==> config.mk <==
export PLATFORM = sky130hd
export DESIGN_NAME = id_ex_pipe_reg
export DESIGN_NICKNAME = d
export VERILOG_FILES = /design/src/rtl/core_pkg.sv /design/src/rtl/id_ex_pipe_reg_load_use_detect.sv /design/src/rtl/id_ex_pipe_reg.sv
export SDC_FILE = /design/constraint.sdc
export NUM_CORES = 1
export LEC_CHECK = 0
export CAP_MARGIN = 20
export CORE_MARGIN = 1.5
export CORE_UTILIZATION = 25
export DETAILED_ROUTE_END_ITERATION = 16
export SYNTH_ARGS = -nofsm -noshare
export SYNTH_HDL_FRONTEND = slang
export SYNTH_SLANG_ARGS = --single-unit
==> constraint.sdc <==
create_clock -name i_clk -period 2.01 [get_ports i_clk]
set_input_delay 0.402 -clock i_clk [delete_from_list [all_inputs] [get_ports i_clk]]
set_output_delay 0.402 -clock i_clk [all_outputs]
set_load 0.01 [all_outputs]
==> src/rtl/core_pkg.sv <==
// Shared RV32I core definitions: datapath width, control-bundle layout and ALU
// op encodings used by the decode/execute pipeline.
package core_pkg;

  localparam int XLEN   = 32;
  localparam int CTRL_W = 12;

  // Control bundle bit positions
  localparam int CTRL_REG_WRITE  = 0;
  localparam int CTRL_MEM_READ   = 1;
  localparam int CTRL_MEM_WRITE  = 2;
  localparam int CTRL_MEM_TO_REG = 3;
  localparam int CTRL_ALU_SRC    = 4;
  localparam int CTRL_BRANCH     = 5;
  localparam int CTRL_JUMP       = 6;
  localparam int CTRL_ALU_OP_LSB = 7;
  localparam int CTRL_ALU_OP_W   = 4;
  localparam int CTRL_SPARE      = 11;

  localparam int REG_IDX_W = 5;

  typedef enum logic [3:0] {
    ALU_ADD  = 4'd0,
    ALU_SUB  = 4'd1,
    ALU_SLL  = 4'd2,
    ALU_SLT  = 4'd3,
    ALU_SLTU = 4'd4,
    ALU_XOR  = 4'd5,
    ALU_SRL  = 4'd6,
    ALU_SRA  = 4'd7,
    ALU_OR   = 4'd8,
    ALU_AND  = 4'd9,
    ALU_PASS = 4'd10
  } alu_op_e;

  function automatic logic ctrl_mem_read(input logic [CTRL_W-1:0] ctrl);
    return ctrl[CTRL_MEM_READ];
  endfunction

  function automatic logic ctrl_reg_write(input logic [CTRL_W-1:0] ctrl);
    return ctrl[CTRL_REG_WRITE];
  endfunction

  function automatic alu_op_e ctrl_alu_op(input logic [CTRL_W-1:0] ctrl);
    return alu_op_e'(ctrl[CTRL_ALU_OP_LSB +: CTRL_ALU_OP_W]);
  endfunction

endpackage

==> src/rtl/id_ex_pipe_reg_load_use_detect.sv <==
// Combinational load-use hazard term: a load in EX whose destination is read
// by the valid instruction currently in ID.
module load_use_detect
  import core_pkg::*;
(
  input  logic                 i_ex_valid,
  input  logic                 i_ex_mem_read,
  input  logic [REG_IDX_W-1:0] i_ex_rd,
  input  logic                 i_id_valid,
  input  logic                 i_id_uses_rs1,
  input  logic [REG_IDX_W-1:0] i_id_rs1,
  input  logic                 i_id_uses_rs2,
  input  logic [REG_IDX_W-1:0] i_id_rs2,
  output logic                 o_hazard
);

  logic rs1_match_s;
  logic rs2_match_s;
  logic ex_load_s;

  // Source-operand match against a live, non-x0 load destination
  always_comb begin
    rs1_match_s = i_id_uses_rs1 & (i_id_rs1 == i_ex_rd);
    rs2_match_s = i_id_uses_rs2 & (i_id_rs2 == i_ex_rd);
    ex_load_s   = i_ex_valid & i_ex_mem_read & (i_ex_rd != 5'd0);
    if (ex_load_s && i_id_valid) begin
      o_hazard = rs1_match_s | rs2_match_s;
    end else begin
      o_hazard = 1'b0;
    end
  end

endmodule

==> src/rtl/id_ex_pipe_reg.sv <==
// ID/EX pipeline register with load-use bubble insertion and flush.
// Optional ID_EX_PERF_EN adds bubble/flush event counters.
module id_ex_pipe_reg
  import core_pkg::*;
#(
  parameter int XLEN   = core_pkg::XLEN,
  parameter int CTRL_W = core_pkg::CTRL_W
) (
  input  logic              i_clk,
  input  logic              i_rst_n,
  input  logic              i_flush,
  input  logic              i_id_valid,
  input  logic [XLEN-1:0]   i_id_pc,
  input  logic [XLEN-1:0]   i_id_rs1_data,
  input  logic [XLEN-1:0]   i_id_rs2_data,
  input  logic [XLEN-1:0]   i_id_imm,
  input  logic [4:0]        i_id_rs1,
  input  logic [4:0]        i_id_rs2,
  input  logic [4:0]        i_id_rd,
  input  logic              i_id_uses_rs1,
  input  logic              i_id_uses_rs2,
  input  logic [CTRL_W-1:0] i_id_ctrl,
  output logic              o_stall,
  output logic              o_ex_valid,
  output logic [XLEN-1:0]   o_ex_pc,
  output logic [XLEN-1:0]   o_ex_rs1_data,
  output logic [XLEN-1:0]   o_ex_rs2_data,
  output logic [XLEN-1:0]   o_ex_imm,
  output logic [4:0]        o_ex_rs1,
  output logic [4:0]        o_ex_rs2,
  output logic [4:0]        o_ex_rd,
  output logic [CTRL_W-1:0] o_ex_ctrl
`ifdef ID_EX_PERF_EN
  ,
  output logic [31:0]       o_bubble_cnt,
  output logic [31:0]       o_flush_cnt
`endif
);

  logic              ex_valid_q,    ex_valid_d;
  logic [XLEN-1:0]   ex_pc_q,       ex_pc_d;
  logic [XLEN-1:0]   ex_rs1_data_q, ex_rs1_data_d;
  logic [XLEN-1:0]   ex_rs2_data_q, ex_rs2_data_d;
  logic [XLEN-1:0]   ex_imm_q,      ex_imm_d;
  logic [4:0]        ex_rs1_q,      ex_rs1_d;
  logic [4:0]        ex_rs2_q,      ex_rs2_d;
  logic [4:0]        ex_rd_q,       ex_rd_d;
  logic [CTRL_W-1:0] ex_ctrl_q,     ex_ctrl_d;

  logic hazard_s;
  logic bubble_s;

  load_use_detect u_load_use_detect (
    .i_ex_valid    (ex_valid_q),
    .i_ex_mem_read (ex_ctrl_q[CTRL_MEM_READ]),
    .i_ex_rd       (ex_rd_q),
    .i_id_valid    (i_id_valid),
    .i_id_uses_rs1 (i_id_uses_rs1),
    .i_id_rs1      (i_id_rs1),
    .i_id_uses_rs2 (i_id_uses_rs2),
    .i_id_rs2      (i_id_rs2),
    .o_hazard      (hazard_s)
  );

  // Flush overrides the stall: the dependent instruction is killed upstream
  always_comb begin
    if (i_flush) begin
      bubble_s = 1'b0;
    end else begin
      bubble_s = hazard_s;
    end
  end

  assign o_stall = bubble_s;

  // Next-state priority mux: flush, then load-use bubble, then capture
  always_comb begin
    ex_valid_d    = ex_valid_q;
    ex_pc_d       = ex_pc_q;
    ex_rs1_data_d = ex_rs1_data_q;
    ex_rs2_data_d = ex_rs2_data_q;
    ex_imm_d      = ex_imm_q;
    ex_rs1_d      = ex_rs1_q;
    ex_rs2_d      = ex_rs2_q;
    ex_rd_d       = ex_rd_q;
    ex_ctrl_d     = ex_ctrl_q;
    if (i_flush || bubble_s) begin
      // Datapath fields deliberately hold so a bubble toggles nothing wide
      ex_valid_d = 1'b0;
      ex_ctrl_d  = {CTRL_W{1'b0}};
      ex_rd_d    = 5'd0;
      ex_rs1_d   = 5'd0;
      ex_rs2_d   = 5'd0;
    end else begin
      ex_valid_d    = i_id_valid;
      ex_pc_d       = i_id_pc;
      ex_rs1_data_d = i_id_rs1_data;
      ex_rs2_data_d = i_id_rs2_data;
      ex_imm_d      = i_id_imm;
      ex_rs1_d      = i_id_rs1;
      ex_rs2_d      = i_id_rs2;
      if (i_id_valid) begin
        ex_ctrl_d = i_id_ctrl;
        ex_rd_d   = i_id_rd;
      end else begin
        ex_ctrl_d = {CTRL_W{1'b0}};
        ex_rd_d   = 5'd0;
      end
    end
  end

  // ID/EX register bank
  always_ff @(posedge i_clk or negedge i_rst_n) begin
    if (!i_rst_n) begin
      ex_valid_q    <= 1'b0;
      ex_pc_q       <= {XLEN{1'b0}};
      ex_rs1_data_q <= {XLEN{1'b0}};
      ex_rs2_data_q <= {XLEN{1'b0}};
      ex_imm_q      <= {XLEN{1'b0}};
      ex_rs1_q      <= 5'd0;
      ex_rs2_q      <= 5'd0;
      ex_rd_q       <= 5'd0;
      ex_ctrl_q     <= {CTRL_W{1'b0}};
    end else begin
      ex_valid_q    <= ex_valid_d;
      ex_pc_q       <= ex_pc_d;
      ex_rs1_data_q <= ex_rs1_data_d;
      ex_rs2_data_q <= ex_rs2_data_d;
      ex_imm_q      <= ex_imm_d;
      ex_rs1_q      <= ex_rs1_d;
      ex_rs2_q      <= ex_rs2_d;
      ex_rd_q       <= ex_rd_d;
      ex_ctrl_q     <= ex_ctrl_d;
    end
  end

  assign o_ex_valid    = ex_valid_q;
  assign o_ex_pc       = ex_pc_q;
  assign o_ex_rs1_data = ex_rs1_data_q;
  assign o_ex_rs2_data = ex_rs2_data_q;
  assign o_ex_imm      = ex_imm_q;
  assign o_ex_rs1      = ex_rs1_q;
  assign o_ex_rs2      = ex_rs2_q;
  assign o_ex_rd       = ex_rd_q;
  assign o_ex_ctrl     = ex_ctrl_q;

`ifdef ID_EX_PERF_EN
  logic [31:0] bubble_cnt_q, bubble_cnt_d;
  logic [31:0] flush_cnt_q,  flush_cnt_d;

  // Event counters; a flush cycle is never also counted as a bubble
  always_comb begin
    bubble_cnt_d = bubble_cnt_q;
    flush_cnt_d  = flush_cnt_q;
    if (i_flush) begin
      if (ex_valid_q || i_id_valid) begin
        flush_cnt_d = flush_cnt_q + 32'd1;
      end else begin
        flush_cnt_d = flush_cnt_q;
      end
    end else if (bubble_s) begin
      bubble_cnt_d = bubble_cnt_q + 32'd1;
    end else begin
      bubble_cnt_d = bubble_cnt_q;
    end
  end

  // Counter registers
  always_ff @(posedge i_clk or negedge i_rst_n) begin
    if (!i_rst_n) begin
      bubble_cnt_q <= 32'd0;
      flush_cnt_q  <= 32'd0;
    end else begin
      bubble_cnt_q <= bubble_cnt_d;
      flush_cnt_q  <= flush_cnt_d;
    end
  end

  assign o_bubble_cnt = bubble_cnt_q;
  assign o_flush_cnt  = flush_cnt_q;
`endif

endmodule

==> results of run 1 <==
power by group:
part | switching [uW] | total (uW) | internal (uW)
registers | 262 | 3700 | 3440
logic | 1100 | 2370 | 1270
clock network | 1470 | 3440 | 1960
total | 2840 | 9510 | 6670
worst reg2reg max path: stages, from the launching register on:
cell and delay, ps:
dfrtp_2 440, buf_6 130, or4_4 510, o21ai_4 160
buf_4 130, buf_6 100, buf_12 130, buf_8 120
bufbuf_16 250, a22oi_1 70, o211ai_1 130
state kept, by name, summed over array words and instances (netlist names):
signal / flops
o_ex_rs1: 5
o_ex_rd: 5
o_ex_valid: 1
o_ex_ctrl: 12
o_ex_imm: 32
o_ex_pc: 32
o_ex_rs2_data: 32
o_ex_rs1_data: 32
o_ex_rs2: 5
layer usage:
metal / global-route usage [%] / part of all wire, % / vias up / routed length (um)
met3: 4.28 / 6.3 / 69 / 2590
li1: - / - / 4510 / -
met4: 6.79 / 2.3 / 2 / 934
met1: 27.6 / 43 / 5074 / 17900
met2: 33.7 / 48 / 451 / 19800
met5: 0 / 0.032 / - / 13
logic make-up after synthesis:
family,share of synthesized area [%]
xor+xnor,0.933
simple gates,14.2
buf+inv,7.25
flops,41.6
compound gates,36.0
cell type report:
type / instances / area [um^2]
Sequential cell: 156 / 3910
Inverter: 27 / 101
Multi-Input combinational cell: 693 / 4960
Fill cell: 3527 / 21600
Timing Repair Buffer: 419 / 5050
Clock buffer: 19 / 433
Clock inverter: 13 / 165
Tap cell: 468 / 586
how the worst min path moves through the flow:
stage                     from                      endpoint  cells past startpoint
global placement       i_rst_n  o_ex_rs1_data[4]$_DFFE_PN0N_                      1
global route        i_id_rd[0]          o_ex_rd[0]$_DFF_PN0_                      3
CTS                 i_id_rd[2]          o_ex_rd[2]$_DFF_PN0_                      3
detailed placement     i_rst_n  o_ex_rs1_data[4]$_DFFE_PN0N_                      1
floorplan              i_rst_n        o_ex_ctrl[0]$_DFF_PN0_                      0
finish              i_id_rd[1]          o_ex_rd[1]$_DFF_PN0_                      3
Yosys cell counts (all sizes together):
library cell,instances
o211ai,128
dfrtp,156
a22oi,128
clkbuf,87
xnor2,10
buf,48
nor3,1
nor2b,128
o21ai,1
o221ai,128
and3,1
inv,27
nand2,130
o22a,1
nand2b,1
a21oi,1
o21a,1
o22ai,1
nand4,2
or4,1
a211oi,27
stage by stage:
| step | setup WS [ps] | cells | setup TNS [ps] | power [uW] |
|---|---|---|---|---|
| after detailed placement | -721 | 1701 | -79380 | 6050 |
| after global placement | -692 | 1701 | -78140 | 6010 |
| after CTS | -339 | 1796 | -32220 | 9610 |
| final | -284 | 1795 | -22280 | 9510 |
| after global routing | -348 | 1795 | -31970 | 9940 |
| after floorplan | 52.3 | 1008 | 0 | 4700 |
repair_timing:
item                       4_1_cts  5_1_grt
hold buffers                     1        0
setup endpoints to repair      157      157
gates resized for setup         93       21
gates cloned                    36        1
hold endpoints to repair        40        0
setup buffers                   27        2
pin swaps                       19       25
==> metrics.txt, run 1 <==
pin count of the biggest net entering global routing=136; WP buf/inv=2; Startpoint Class=flop; Final Skew=9.63 ps; CTS Root Cell=clkbuf_16; # nets final=1475; worst setup path endpoint=o_stall; Crit Path Class=flop to output port; Critical Path RT=1610 ps; Slowest cell on crit path=or4_4; final hold violations=0; Mapped Cells=1008; max-slew violations=0; CTS Buf Count=17; CP delay by family, top=simple AND/OR/NAND/NOR gates; R2R cell count=10; Max Freq=436 MHz; Row Count=70; Longest Clk Path Bufs=2; largest area contributor in the netlist=dfrtp_1; setup slack, reg-to-reg=-260 ps; Max FO, Critical Path=3; post-synth top area share=41.6%; Tmin final=2290 ps; Die Width=197 um; Worst-path clk slew=70 ps; final WL=41.2 mm; VDD IR-drop max=0.000600 V; top cells by area, synth=dfrtp_1 42%, o221ai_1 12%, a22oi_1 10%; hold_ws=480 ps; Initial Utilization=25.5%; RSZ-0062 raised after global routing=yes; clock sinks=156; share of the cycle needed by the critical path after routing=114%; CP cell instances=buf_6, or4_4, o21ai_4, nor3_2, buf_4; WP depth=5; drt pass-1 iters=7; R2R Path Start=o_ex_rd[2]$_DFF_PN0_; failing checks=setup timing; gpl congestion=0.804; setup violators final=138; Worst Hold Class=primary input to flop; post-DR wirelength/cell=23.0 um; fin area=0.0152 mm^2; syn_area_per_cell=9.31 um^2; total nets after synthesis=1169; share of cells above drive strength 1=13.9%; synthesized area=0.00939 mm^2; post-layout util=41.3%; drt drc=0; Initial DRC Count=642; vias after detailed routing=10100; GRT Util Overall=20.8%; Rel. slew slack=51.1%; Distinct cells, synth=25; status=complete, but fails checks; antenna violations before repair=1; number of port buffers=317; Syn-to-layout area delta=62.0%; crit path DAT=1890 ps; pwr dens=626 mW/mm^2; commonest non-fill, non-tap cells in the layout=312 x clkdlybuf4s50_1, 152 x dfrtp_1; hpwl dp=21.2 mm; Static Leak=0.00540 uW; number of diodes=0; CP Capture Type=output port; H-tree levels=4; R2R Path End=o_ex_rs1_data[13]$_DFFE_PN0N_; die area=0.0387 mm^2; Ys Warns=0; first-pass GRT wire length=62.2 mm; max-cap violations=0; core area=0.0368 mm^2; Placed Area=0.0131 mm^2; CP Launch Point=o_ex_rd[2]$_DFF_PN0_; Clock Latency Late Sink=450 ps; Routed Antenna Nets=0; TritonCTS clock tree=done; Die Ht=197 um; #FFs+latches synth=156; Via density=5.63; register area share after synthesis=41.6%; slowest cell delay on critical path=510 ps; total gr overflow=0; Boundary Pins=318; vias in the first global route=10000; commonest non-fill, non-tap cell in the layout=clkdlybuf4s50_1; Slew @ Worst Pin=734 ps; setup ws final=-284 ps
No activity file was read; power rests on OpenSTA's default activity.
==> run 2: changes to the inputs <==
--- a/config.mk
+++ b/config.mk
@@ -6,9 +6,12 @@
 export NUM_CORES = 1
 export LEC_CHECK = 0
 export CAP_MARGIN = 20
-export CORE_MARGIN = 1.5
+export CELL_PAD_IN_SITES_DETAIL_PLACEMENT = 0
+export CELL_PAD_IN_SITES_GLOBAL_PLACEMENT = 2
+export CORE_MARGIN = 2
 export CORE_UTILIZATION = 25
 export DETAILED_ROUTE_END_ITERATION = 16
+export PLACE_DENSITY_LB_ADDON = 0.1
 export SYNTH_ARGS = -nofsm -noshare
 export SYNTH_HDL_FRONTEND = slang
 export SYNTH_SLANG_ARGS = --single-unit
==> constraint.sdc (replaced) <==
create_clock -name i_clk -period 2.9 [get_ports i_clk]
set_input_delay 0.58 -clock i_clk [delete_from_list [all_inputs] [get_ports i_clk]]
set_output_delay 0.58 -clock i_clk [all_outputs]
set_load 0.01 [all_outputs]
==> metrics.txt, run 2 (same netlist as run 1, synthesis figures left out) <==
status=complete, no violations; max-slew violations=0; total gr overflow=0; Static Leak=0.00463 uW; Worst-path clk slew=70 ps; first-pass GRT wire length=58.5 mm; CTS Buf Count=17; pin count of the biggest net entering global routing=197; Syn-to-layout area delta=44.5%; Tmin final=2780 ps; share of total power in sequential cells=38.8%; Slew @ Worst Pin=1070 ps; Routed Antenna Nets=0; die area=0.0391 mm^2; setup violators final=0; Crit Path Class=primary input to output port; Critical Path RT=2320 ps; CTS Root Cell=clkbuf_16; slowest cell delay on critical path=500 ps; number of port buffers=317; CTS Hold Bufs=0; Startpoint Class=primary input; clock sinks=156; VDD IR-drop max=0.000400 V; Slowest cell on crit path=clkdlybuf4s50_1; Boundary Pins=318; max-cap violations=0; Final Skew=11.5 ps; hpwl dp=22.7 mm; RSZ-0062 raised after global routing=no; Rel. slew slack=28.5%; TritonCTS clock tree=done; commonest non-fill, non-tap cells in the layout=314 x clkdlybuf4s50_1, 156 x dfrtp_1; H-tree levels=4; met2 WL post-DR=18.2 mm; Initial Utilization=25.5%; Row Count=70; crit path DAT=2200 ps; drt pass-1 iters=5; Via density=5.43; Met1 Wirelength=17.7 mm; GRT Util Overall=19.4%; Die Width=198 um; share of cells above drive strength 1=7.26%; CP Capture Type=output port; max layer used=met5; core area=0.0368 mm^2; # nets final=1402; switching share of power=29.1%; pwr dens=486 mW/mm^2; Longest Clk Path Bufs=2; Initial DRC Count=540; gpl congestion=0.783; setup ws final=125 ps; Max FO, Critical Path=2; CP delay by family, top=buffers and inverters; WP buf/inv=3; CP cell instances=clkdlybuf4s50_1, xnor2_1, nand4_1, o22a_4, nor3_2, buf_4, dlygate4sd2_1; Clock power frac=37.1%; Int Power=4670 uW; final WL=39.1 mm; vias after detailed routing=9350; Die Ht=198 um; TNS Setup=0 ps; setup slack, reg-to-reg=320 ps; final hold violations=0; Clock Latency Late Sink=440 ps; hold_ws=59.6 ps; commonest non-fill, non-tap cell in the layout=clkdlybuf4s50_1; Net Sw Power=1920 uW; Met3 Routed Length=2.59 mm; Logic pwr share=24.1%; drt drc=0; antenna violations before repair=2; Worst Hold Class=primary input to asynchronous set/reset pin; post-DR wirelength/cell=22.7 um; Setup WS pre-CTS=-214 ps; share of the cycle needed by the critical path after routing=95.7%; vias in the first global route=9327; Max Freq=360 MHz
-- run 2: layout make-up --
class	instances	area [um^2]
Fill cell	3740	23200
Multi-Input combinational cell	690	4840
Clock inverter	12	170
Inverter	27	101
Antenna cell	1	2.50
Clock buffer	20	447
Timing Repair Buffer	349	3500
Sequential cell	156	3900
Tap cell	468	586
-- run 2: through the flow --
stage / instances / util, % / power (uW) / instance area [um^2]
after floorplan: 1008 / - / 3260 / 9390
after global placement: 1689 / 35.1 / 4200 / 12900
after detailed placement: 1689 / 35.1 / 4210 / 12900
after CTS: 1721 / 36.8 / 6700 / 13500
after global routing: 1723 / 36.9 / 6920 / 13600
final: 1723 / 36.9 / 6590 / 13600
-- run 2: final timing paths --
path | endpoint | cells past startpoint | start
setup / recovery | o_stall | 7 | i_id_rs2[2]
min in group i_clk | o_ex_rs2_data[25]$_DFFE_PN0N_ | 2 | o_ex_rs2_data[25]$_DFFE_PN0N_
hold reg to reg | o_ex_rs2_data[25]$_DFFE_PN0N_ | 2 | o_ex_rs2_data[25]$_DFFE_PN0N_
max in group asynchronous | o_ex_rs1_data[31]$_DFFE_PN0N_ | 2 | i_rst_n
hold / removal | o_ex_rs1_data[12]$_DFFE_PN0N_ | 1 | i_rst_n
setup reg to reg | o_ex_ctrl[2]$_DFF_PN0_ | 8 | o_ex_rd[3]$_DFF_PN0_
-- run 2: power groups by stage --
stage | clock (uW) | combinational, uW | sequential, uW
2_1_floorplan | 0 | 596 | 2660
6_report | 2440 | 1590 | 2560
5_1_grt | 2610 | 1720 | 2590
3_3_place_gp | 0 | 1600 | 2600
4_1_cts | 2520 | 1620 | 2560
3_5_place_dp | 0 | 1610 | 2600
-- run 2: timing repair --
action / in CTS / in global routing
pin swaps: 0 / 1
resized for setup: 1 / 1
setup endpoints to repair: 1 / 1
setup buffers: 0 / 1
-- run 2: worst reg2reg max path: stages (launching register included) --
cell      delay (ps)
dfrtp_1          500
xnor2_1          190
nand4_1          140
buf_4            130
buf_4            320
buf_4            530
o22ai_2          210
buf_12           230
a211oi_1         250
-- run 2: per-layer routing --
layer,vias to the layer above,global-route usage (%)
li1,4331,-
met1,4682,27.3
met2,311,29.7
met3,24,5.01
met4,2,4.62
met5,-,0
==> run 3: changes to the inputs <==
--- a/config.mk
+++ b/config.mk
@@ -8,10 +8,12 @@
 export CAP_MARGIN = 20
 export CELL_PAD_IN_SITES_DETAIL_PLACEMENT = 0
 export CELL_PAD_IN_SITES_GLOBAL_PLACEMENT = 2
+export CORE_ASPECT_RATIO = 1.1
 export CORE_MARGIN = 2
-export CORE_UTILIZATION = 25
+export CORE_UTILIZATION = 29
 export DETAILED_ROUTE_END_ITERATION = 16
 export PLACE_DENSITY_LB_ADDON = 0.1
+export SLEW_MARGIN = 20
 export SYNTH_ARGS = -nofsm -noshare
 export SYNTH_HDL_FRONTEND = slang
 export SYNTH_SLANG_ARGS = --single-unit
==> metrics.txt, run 3 (same netlist as run 1, synthesis figures left out) <==
Clock power frac=38.2%; final WL=36.5 mm; setup violators final=0; R2R Path Start=o_ex_rd[4]$_DFF_PN0_; # nets final=1403; Crit Path Class=primary input to output port; Net Sw Power=1930 uW; CTS Root Cell=clkbuf_16; clock sinks=156; Initial DRC Count=640; Die Ht=193 um; Tmin final=2810 ps; total gr overflow=0; first-pass GRT wire length=56.6 mm; Startpoint Class=primary input; die area=0.0338 mm^2; post-layout util=42.3%; pwr dens=492 mW/mm^2; R2R cell count=7; share of total power in sequential cells=38.3%; CTS Buf Count=17; TritonCTS clock tree=done; drt drc=0; final hold violations=0; gpl congestion=0.740; vias in the first global route=9329; R2R Path End=o_ex_rs1[4]$_DFF_PN0_; Die Width=176 um; Via density=5.53; Int Power=4770 uW; TNS Setup=0 ps; crit path DAT=2230 ps; antenna violations before repair=4; number of port buffers=317; VDD IR-drop max=0.000277 V; drt pass-1 iters=5; Initial Utilization=29.2%; Slew @ Worst Pin=895 ps; Longest Clk Path Bufs=2; commonest non-fill, non-tap cells in the layout=314 x clkdlybuf4s50_1, 156 x dfrtp_1; setup ws final=95.0 ps; hpwl dp=21.4 mm; H-tree levels=4; setup slack, reg-to-reg=460 ps; status=complete, no violations; Max FO, Critical Path=2; core area=0.0321 mm^2; Final Skew=9.18 ps; switching share of power=28.8%; post-DR wirelength/cell=21.7 um; Max Freq=357 MHz; Placed Cells incl. Taps=1647; Rel. slew slack=40.4%; Power Total=6690 uW; share of cells above drive strength 1=7.49%; Boundary Pins=318; Static Leak=0.00467 uW; Worst Hold Class=primary input to asynchronous set/reset pin; Worst-path clk slew=70 ps; commonest non-fill, non-tap cell in the layout=clkdlybuf4s50_1; Routed Antenna Nets=0; Clock Latency Late Sink=430 ps; Critical Path RT=2320 ps; Row Count=69; vias after detailed routing=9308; Logic pwr share=23.6%; Syn-to-layout area delta=44.9%; Setup WS pre-CTS=-222 ps; pin count of the biggest net entering global routing=129; max-cap violations=0; max-slew violations=0; GRT Util Overall=21.1%; CP Capture Type=output port; share of the cycle needed by the critical path after routing=96.7%; final std cells w/o fill=1683
==> run 3: critical path: stages <==
cell and delay, ps:
clkdlybuf4s50_1 500, xnor2_1 120, nand4_1 170, o22a_4 290, nor3_2 150, buf_4 140
dlygate4sd2_1 260
==> run 3: worst max path at each step <==
stage / startpoint / end / slack (ps) / depth (start not counted)
floorplan: i_id_rs2[1] / o_stall / 700 / 5
global placement: i_id_rs2[2] / o_stall / -190 / 7
detailed placement: i_id_rs2[2] / o_stall / -220 / 7
CTS: i_id_rs2[1] / o_stall / 90 / 7
global route: i_id_rs2[2] / o_stall / -10 / 7
finish: i_id_rs2[2] / o_stall / 90 / 7
==> run 3: per-layer routing <==
metal  track usage (%)  up-vias  wire length [um]  share of wire, %
met5                 0        -                 9             0.025
met4              6.26        2               733               2.0
met3              5.52       36              2370               6.5
met2              32.1      281             16900                46
met1              29.5     4654             16400                45
li1                  -     4335                 -                 -
==> run 3: repair_timing <==
item                                    CTS  global route
pin swaps                                 1             1
setup buffers                             1             1
endpoints found under the setup margin    1             1
hold buffers                              0             0
resized for setup                         2             0
==> run 3: metrics by stage <==
| stage | hold slack, ps | instance area [um^2] |
|---|---|---|
| after floorplan | 284 | 9390 |
| after global placement | 547 | 12900 |
| after detailed placement | 555 | 12900 |
| after CTS | 113 | 13600 |
| after global routing | 115 | 13600 |
| final | 92.0 | 13600 |
==> run 3: power by group through the flow <==
| stage | logic [uW] | clock network (uW) | registers [uW] |
|---|---|---|---|
| 2_1_floorplan | 596 | 0 | 2660 |
| 3_3_place_gp | 1580 | 0 | 2600 |
| 3_5_place_dp | 1590 | 0 | 2600 |
| 4_1_cts | 1590 | 2630 | 2560 |
| 5_1_grt | 1710 | 2710 | 2590 |
| 6_report | 1580 | 2550 | 2560 |
==> run 3: area by class of cell <==
type                            instances  area, um^2
Fill cell                            3170       18500
Multi-Input combinational cell        690        4840
Sequential cell                       156        3900
Timing Repair Buffer                  350        3550
Tap cell                              426         533
Clock buffer                           21         480
Clock inverter                         11         180
Inverter                               27         101
Antenna cell                            2        5.00
